<file path="src/rtl/uart_pkg.sv">
// Shared UART receiver types: state encoding and bit-timing helpers.
// Optional parity state exists only when UART_RX_PARITY_EN is defined.
package uart_pkg;

    typedef enum logic [2:0] {
        ST_IDLE,
        ST_START,
        ST_DATA,
`ifdef UART_RX_PARITY_EN
        ST_PARITY,
`endif
        ST_STOP,
        ST_WAIT_HIGH
    } state_t;

    // Bit period rounded to the nearest whole clock.
    function automatic int calc_div(input int clk_hz, input int baud);
        return (clk_hz + baud / 2) / baud;
    endfunction

    function automatic int calc_half(input int clk_hz, input int baud);
        return calc_div(clk_hz, baud) / 2;
    endfunction

endpackage

</file>
<file path="src/rtl/sync_fifo.sv">
// Flop-based first-word-fall-through FIFO: head visible on pop_data while not empty.
// Push is accepted when not full, or when full with a simultaneous pop; otherwise ignored.
module sync_fifo #(
    parameter int WIDTH = 8,
    parameter int DEPTH = 16
) (
    input  logic                       clk,
    input  logic                       resetn,
    input  logic                       push,
    input  logic [WIDTH-1:0]           push_data,
    output logic                       full,
    input  logic                       pop,
    output logic [WIDTH-1:0]           pop_data,
    output logic                       empty,
    output logic [$clog2(DEPTH):0]     level
);

    localparam int AW = $clog2(DEPTH);

    logic [WIDTH-1:0] mem [DEPTH];
    logic [AW-1:0]    rd_ptr;
    logic [AW-1:0]    wr_ptr;
    logic [AW:0]      count;
    logic             do_pop;
    logic             do_push;

    assign empty    = (count == '0);
    assign full     = (count == (AW+1)'(DEPTH));
    assign do_pop   = pop && !empty;
    assign do_push  = push && (!full || do_pop);
    assign pop_data = mem[rd_ptr];
    assign level    = count;

    always_ff @(posedge clk or negedge resetn) begin
        if (!resetn) begin
            for (int i = 0; i < DEPTH; i++) mem[i] <= '0;
            rd_ptr <= '0;
            wr_ptr <= '0;
            count  <= '0;
        end else begin
            if (do_push) begin
                mem[wr_ptr] <= push_data;
                wr_ptr      <= wr_ptr + 1'b1;
            end
            if (do_pop) rd_ptr <= rd_ptr + 1'b1;
            case ({do_push, do_pop})
                2'b10:   count <= count + 1'b1;
                2'b01:   count <= count - 1'b1;
                default: count <= count;
            endcase
        end
    end

endmodule

</file>
<file path="src/rtl/uart_rx.sv">
// 8N1 UART receiver with receive FIFO and sticky error flags; even parity with UART_RX_PARITY_EN.
// Byte visible the cycle after the stop-bit sample; a full FIFO without a pop drops the byte and sets overrun.
module uart_rx
    import uart_pkg::*;
#(
    parameter int CLK_HZ     = 50000000,
    parameter int BAUD       = 115200,
    parameter int FIFO_DEPTH = 16
) (
    input  logic                          clk,
    input  logic                          resetn,
    input  logic                          ser_rx,
    output logic [7:0]                    rx_data,
    output logic                          rx_valid,
    input  logic                          rx_ready,
    output logic [$clog2(FIFO_DEPTH):0]   rx_level,
    output logic                          frame_err,
    output logic                          overrun,
    output logic                          parity_err,
    input  logic                          err_clr
);

    localparam int DIV  = calc_div(CLK_HZ, BAUD);
    localparam int HALF = calc_half(CLK_HZ, BAUD);
    localparam int CW   = $clog2(DIV + 1);

    state_t        state;
    logic [1:0]    sync;
    logic          rx_s;
    logic          rx_prev;
    logic [CW-1:0] cnt;
    logic [2:0]    bit_idx;
    logic [7:0]    shreg;
    logic          tick;
    logic          half_tick;
    logic          push;
    logic          pop;
    logic          fifo_full;
    logic          fifo_empty;
    logic          frame_set;
    logic          ovr_set;
    logic          par_bad;

    assign rx_s      = sync[1];
    assign tick      = (cnt == CW'(DIV - 1));
    assign half_tick = (cnt == CW'(HALF - 1));
    assign push      = (state == ST_STOP) && tick && rx_s && !par_bad;
    assign frame_set = (state == ST_STOP) && tick && !rx_s;
    assign pop       = rx_valid && rx_ready;
    assign ovr_set   = push && fifo_full && !pop;
    assign rx_valid  = !fifo_empty;

    always_ff @(posedge clk or negedge resetn) begin
        if (!resetn) begin
            sync    <= 2'b11;
            rx_prev <= 1'b1;
            state   <= ST_IDLE;
            cnt     <= '0;
            bit_idx <= '0;
            shreg   <= '0;
`ifdef UART_RX_PARITY_EN
            par_bad <= 1'b0;
`endif
        end else begin
            sync    <= {sync[0], ser_rx};
            rx_prev <= rx_s;
            case (state)
                ST_IDLE: begin
                    cnt <= '0;
                    if (rx_prev && !rx_s) state <= ST_START;
                end
                ST_START: begin
                    if (half_tick) begin
                        cnt     <= '0;
                        bit_idx <= '0;
`ifdef UART_RX_PARITY_EN
                        par_bad <= 1'b0;
`endif
                        // Line back high at mid-start means a glitch, not a frame.
                        state   <= rx_s ? ST_IDLE : ST_DATA;
                    end else begin
                        cnt <= cnt + 1'b1;
                    end
                end
                ST_DATA: begin
                    if (tick) begin
                        cnt     <= '0;
                        shreg   <= {rx_s, shreg[7:1]};
                        bit_idx <= bit_idx + 1'b1;
`ifdef UART_RX_PARITY_EN
                        if (bit_idx == 3'd7) state <= ST_PARITY;
`else
                        if (bit_idx == 3'd7) state <= ST_STOP;
`endif
                    end else begin
                        cnt <= cnt + 1'b1;
                    end
                end
`ifdef UART_RX_PARITY_EN
                ST_PARITY: begin
                    if (tick) begin
                        cnt     <= '0;
                        par_bad <= (rx_s != ^shreg);
                        state   <= ST_STOP;
                    end else begin
                        cnt <= cnt + 1'b1;
                    end
                end
`endif
                ST_STOP: begin
                    if (tick) begin
                        cnt   <= '0;
                        state <= rx_s ? ST_IDLE : ST_WAIT_HIGH;
                    end else begin
                        cnt <= cnt + 1'b1;
                    end
                end
                ST_WAIT_HIGH: begin
                    cnt <= '0;
                    if (rx_s) state <= ST_IDLE;
                end
                default: state <= ST_IDLE;
            endcase
        end
    end

    // Setting wins over a coincident clear.
    always_ff @(posedge clk or negedge resetn) begin
        if (!resetn) begin
            frame_err <= 1'b0;
            overrun   <= 1'b0;
        end else begin
            frame_err <= frame_set | (frame_err & ~err_clr);
            overrun   <= ovr_set | (overrun & ~err_clr);
        end
    end

`ifdef UART_RX_PARITY_EN
    logic par_set;
    assign par_set = (state == ST_PARITY) && tick && (rx_s != ^shreg);

    always_ff @(posedge clk or negedge resetn) begin
        if (!resetn) parity_err <= 1'b0;
        else         parity_err <= par_set | (parity_err & ~err_clr);
    end
`else
    assign par_bad    = 1'b0;
    assign parity_err = 1'b0;
`endif

    sync_fifo #(
        .WIDTH (8),
        .DEPTH (FIFO_DEPTH)
    ) u_fifo (
        .clk       (clk),
        .resetn    (resetn),
        .push      (push),
        .push_data (shreg),
        .full      (fifo_full),
        .pop       (pop),
        .pop_data  (rx_data),
        .empty     (fifo_empty),
        .level     (rx_level)
    );

endmodule

</file>
<file path="config.mk">
export PLATFORM = sky130hd
export DESIGN_NAME = uart_rx
export DESIGN_NICKNAME = d
export VERILOG_FILES = /design/src/rtl/uart_pkg.sv /design/src/rtl/sync_fifo.sv /design/src/rtl/uart_rx.sv
export SDC_FILE = /design/constraint.sdc
export NUM_CORES = 1
export LEC_CHECK = 0
export BUFFER_PORTS_ARGS = -buffer_cell sky130_fd_sc_hd__buf_2
export CAP_MARGIN = 5
export CORE_ASPECT_RATIO = 0.6
export CORE_UTILIZATION = 56
export DETAILED_ROUTE_END_ITERATION = 10
export PLACE_DENSITY = 0.88
export SYNTH_ARGS = -nofsm -noshare
export SYNTH_HDL_FRONTEND = slang
export SYNTH_HIERARCHICAL = 1
export SYNTH_SLANG_ARGS = --single-unit
</file>
<file path="constraint.sdc">
create_clock -name clk -period 3.1 [get_ports clk]
set_clock_uncertainty 0.05 [all_clocks]
set_input_delay 0.465 -clock clk [delete_from_list [all_inputs] [get_ports clk]]
set_output_delay 0.465 -clock clk [all_outputs]
set_load 0.01 [all_outputs]
</file>
After elaboration in Yosys (flattened, before gate mapping):

Index checks and enable logic that the tools add are counted.

* bits of input ports: 5
* register bits after elaboration: 169
* logic and storage cells: 106
* output and inout bits: 17

* reduce and logical (&&, ||, !) cells: 25
* multiplexer cells: 22
* add/sub/neg operators: 6
* bitwise logic cells: 7
* $lt $le $gt $ge: 3
* eq/ne operators: 16

Operators with widths (count)
* $bwmux 128: 1
* $bmux 8 s4: 1
* $demux 8 s4: 1
* $mux 3: 9
* $pmux 9 s3: 1
* $mux 8: 3
* $mux 9: 2
* $pmux 3 s5: 1
* $ne 2x2->1 const B: 6
* $ge 5x5->1 const B: 2
* $logic_and 1x1->1: 10
* $not 4->5: 2
* $pmux 5 s2: 1
* $add 9x1->9 const B: 1
* $eq 9x8->1 const B: 1
* $eq 9x9->1 const B: 1
* $add 4x1->4 const B: 2
* $eq 3x2->1 const B: 2
* $eq 3x3->1 const B: 2
* $pmux 3 s2: 1
* $reduce_and 6->1: 1
* $add 5x1->5 const B: 1
* $eq 5x5->1 const B: 1
* $logic_not 5->1: 1
* 18 further kinds: 25

Logic depth before layout (Yosys ltp):

* word-level depth: 8
* depth in mapped cells: 16
* depth with buffers taken out: 14

Modules after synthesis:

The synthesis kept the hierarchy.

By module, submodules not included
* sync_fifo: sequential area each 3528.4 µm², times used 1, cells each 441, area each 6771.5 µm²
* uart_rx: sequential area each 704.4 µm², times used 1, cells each 140, area each 1496.4 µm²

Worst setup path before layout:

OpenSTA, ideal clock, no wires.

* path type: register -> register
* start point: register cnt[1]
* end point: register u_fifo.count[4] (netlist: u_fifo/level[4])
* required time: 2.924 ns
* stages on the path, launching flop included: 16
* arrival: 3.191 ns
* slack: -0.267 ns
* cells stage by stage: dfrtp_1 -> inv_1 -> ha_1 -> and4bb_2 -> and3_1 -> nand4b_1 -> nor2_1 -> buf_2 -> buf_1 -> nor2_1 -> ha_1 -> nor2b_1 -> o21ai_0 -> a21bo_2 -> a21oi_1 -> a311o_1

* longest elaborated chain between the ends: 6
* elaborated cells on any way between the ends: 8
* classes of those cells: 3 x eq/ne; 1 x mux; 4 x reduce/logical

RTL lines
* from (decl): RTL line uart_rx.sv:31 `logic [CW-1:0] cnt;`
* from (signal assigned): RTL line uart_rx.sv:82 `cnt <= cnt + 1'b1;`
* from (signal assigned): RTL line uart_rx.sv:96 `cnt <= cnt + 1'b1;`
* from (signal assigned): RTL line uart_rx.sv:115 `cnt <= cnt + 1'b1;`
* $eq 9x9->1 *: RTL line uart_rx.sv:45 `assign tick = (cnt == CW'(DIV - 1));`
* $logic_and 1x1->1 * (2 in series): RTL line uart_rx.sv:47 `assign push = (state == ST_STOP) && tick && rx_s && !par_bad;`
* via push: RTL line uart_rx.sv:36 `logic push;`
* $logic_and 1x1->1 *: RTL line sync_fifo.sv:30 `assign do_push = push && (!full || do_pop);`
* $eq 2x1->1 or $eq 2x2->1 (tied branches): RTL line sync_fifo.sv:46 `case ({do_push, do_pop})`
* $pmux 5 s2 or $reduce_bool 2->1 (tied branches)
* to (signal assigned): RTL line sync_fifo.sv:47 `2'b10: count <= count + 1'b1;`
* to (signal assigned): RTL line sync_fifo.sv:48 `2'b01: count <= count - 1'b1;`
* to (signal assigned): RTL line sync_fifo.sv:49 `default: count <= count;`
* to (decl): RTL line sync_fifo.sv:23 `logic [AW:0] count;`

The timed path passes the listed nets; every way through them passes the cells marked *.
A chain may end at the register's enable or synchronous reset.

Final worst setup path:

* start point: register cnt[0]
* end point: register u_fifo.count[4] (netlist: u_fifo/level[4])

The elaborated chain is that of the path after synthesis.

==> flow_summary.yaml <==
worst_setup_path:
  start_kind: "register"
  worstPathRequired_ns: 3.35
  worstSetupPathType: "reg -> reg"
  endpoint_kind: "register"
  crit_fanout: 6
  cp_data_arrival_time_ns: 3.29
final_layout:
  fin_util: 0.674
  fillers: 908
  area_delta_synth_final_pct: 14.5
  post_route_cells_drive_above_1_share: 0.472
  fin_nets: 643
  diodes: 0
  layout_commonest_cell: "dfrtp_1"
  layout_common_cells: "165 x dfrtp_1, 123 x mux2_2, 40 x mux4_2"
global_route:
  antenna_found_initial: 0
  grt_max_degree: 65
  grtUsageTotal: 0.261
  grt_pass1_vias: 5321
  grt.overflow.total: 0
  grt_pass1_wl_mm: 29.6
detailed_routing:
  routed_wirelength_mm: 18.6
  route.detailed.drc: 0
  dr.pass1.iters: 5
  first_iter_violations: 421
  via_count: 5177
  wl_per_cell_microns: 22.4
  ant_nets: 0
  viasPerCell: 6.25
pwr:
  power_density_nw_per_um2: 670
  p_sw_mw: 1.93
  p_clk_frac: 0.373
  p_leak_nw: 4.41
  pwr-share-seq: 0.405
  p_int_mw: 4.41
  ir_drop_mv: 0.432
  p_comb_frac: 0.222
  swShare: 0.304
yosys:
  netlist_area_sq_um: 8270
  syn_inst: 581
  ys_seq_elements: 169
  yosysTopAreaCell: "dfrtp_1"
  synthTopCellsByArea: "dfrtp_1 50%, mux2_2 17%, mux4_2 11%, ha_1 2.0%, mux2_4 1.5%"
  netlist.area_leader.share: 0.502
  synth_edf_count: 0
  seq_area_frac_synth: 0.512
  yosysUniqueCellTypes: 65
  synth_area_per_cell_sq_um: 14.2
  synth_ff_type: "dfrtp_1"
  yosysWarnings: 6
  synth_nets: 600
  async_reset_ff_frac: 1.00
clocking:
  clock_latency_ns: 0.42
  clockRootBuffer: "clkbuf_16"
  h-tree-depth: 4
  max-clock-path-buffers: 2
  cts_sinks: 169
  cts_tree: "yes"
  path_clk_slew_ns: 0.06
  cts_made_buffers: 17
timing:
  setup_violations: 0
  whs_ns: 0.0948
  final-hold-violation-count: 0
  finalCritPeriodShare: 0.983
  rsz0062_at_grt: "true"
  slew-limit-headroom: 0.463
  min_period_ns: 3.05
  tightest_slew_ns: 0.805
  finalMaxSlewViolations: 0
  fmax_ghz: 0.328
floorplanning:
  io_pins: 22
  coreArea_sq_um: 14000
  initial_core_util: 0.589
  num_rows: 33
  die_w_microns: 159
  die_area_sq_um: 15300
  die_y_microns: 96.1
hold_path:
  min_path_type: "in -> reg"
placement:
  routabilityCongestion: 0.828
  dp_hpwl_mm: 12.2
  portBuffers: 20
flow_run:
  drv_cap: 0
outcome:
  status: "completed"
## synth_stat cells (5+ instances only)
master      n
buf_1       5
dfrtp_1   166
mux4_2     40
buf_4       6
mux2_4      8
mux2_1      7
nor3_1      5
o21ai_0    10
a21oi_1    13
xnor2_1    11
inv_1      13
nand3_1     9
buf_2       8
nand2_1    28
ha_1       13
nor2_1     13
nand2b_1    6
mux2_2    123
nor2_2     12
clkbuf_1   13
## power by group through the flow
| stage | clock network (mW) | logic, mW | registers (mW) |
|---|---|---|---|
| 3_3_place_gp | 0 | 1.31 | 2.58 |
| 2_1_floorplan | 0 | 1.05 | 2.48 |
| 3_5_place_dp | 0 | 1.37 | 2.59 |
| 5_1_grt | 2.50 | 1.53 | 2.58 |
| 6_report | 2.37 | 1.41 | 2.57 |
| 4_1_cts | 2.40 | 1.38 | 2.55 |
## final timing paths
path                       depth (start not counted)  slack [ns]               end    start
max reg2reg                                       12        0.05   u_fifo/level[4]   cnt[0]
min reg2reg                                        0        0.31           sync[1]  sync[0]
min in group asynchronous                          2        0.55            cnt[6]   resetn
max in group asynchronous                          3        1.68  u_fifo/wr_ptr[3]   resetn
min                                                1        0.09           sync[0]   ser_rx
max                                               12        0.05   u_fifo/level[4]   cnt[0]
## sequential cells by signal (all words and copies together) (netlist names), 2 cells and up
register and count:
u_fifo/rd_ptr 4, sync 2, u_fifo/wr_ptr 4, u_fifo/level 5, shreg 8, state 3, u_fifo/mem 128, bit_idx 3
cnt 9
## critical path: stages (launching register included)
cell	delay [ns]
dfrtp_1	0.44
ha_1	0.24
and4bb_2	0.23
and3_1	0.20
nand4b_1	0.14
nor2_2	0.07
nor2_2	0.22
inv_1	0.09
fa_1	0.41
nor2b_1	0.19
o21ai_2	0.10
a21bo_2	0.23
a311o_1	0.31
## through the flow
stage	std cells	power [mW]	TNS, ns	worst slack [ns]	area [sq um]
finish	828	6.34	0	0.0526	9460
global route	828	6.61	-0.0542	-0.0335	9460
CTS	827	6.34	0	0.0320	9430
detailed placement	795	3.96	0	0.0980	8750
global placement	795	3.88	0	0.257	8750
floorplan	581	3.52	0	0.00355	8270
## metal layers
| metal | routed length (microns) | GRT usage |
|---|---|---|
| met5 | 0 | 0 |
| met4 | 255 | 0.0857 |
| met3 | 1330 | 0.0672 |
| met2 | 8730 | 0.422 |
| met1 | 8250 | 0.351 |
## logic make-up after synthesis
family                   count (synthesis)  share of synthesized area
multiplexers                           181                      0.304
flip-flops                             169                      0.512
AND/OR/NAND/NOR                        107                     0.0816
AO/OA/AOI/OAI                           51                     0.0413
buffers and inverters                   46                     0.0257
adder cells (fa/ha/maj)                 14                     0.0221
XOR/XNOR                                12                     0.0127
other                                    1                   0.000454
## what timing repair did
action | in CTS | in global routing
buffers inserted | 0 | 1
endpoints found under the hold margin | 7 | 0
setup endpoints to repair | 0 | 28
gates resized for setup | 0 | 5
hold buffers | 1 | 0
## layout make-up
class | count | area [sq um] | share of cell area
sequential | 169 | 4240 | 0.448
clock inverter | 14 | 235 | 0.0249
clock buffer | 17 | 425 | 0.0450
tap | 192 | 240 | 0.0254
multi-input combinational | 366 | 3840 | 0.406
timing repair buffer | 57 | 437 | 0.0461
inverter | 13 | 48.8 | 0.00516
(Power assumes the default switching activity.)
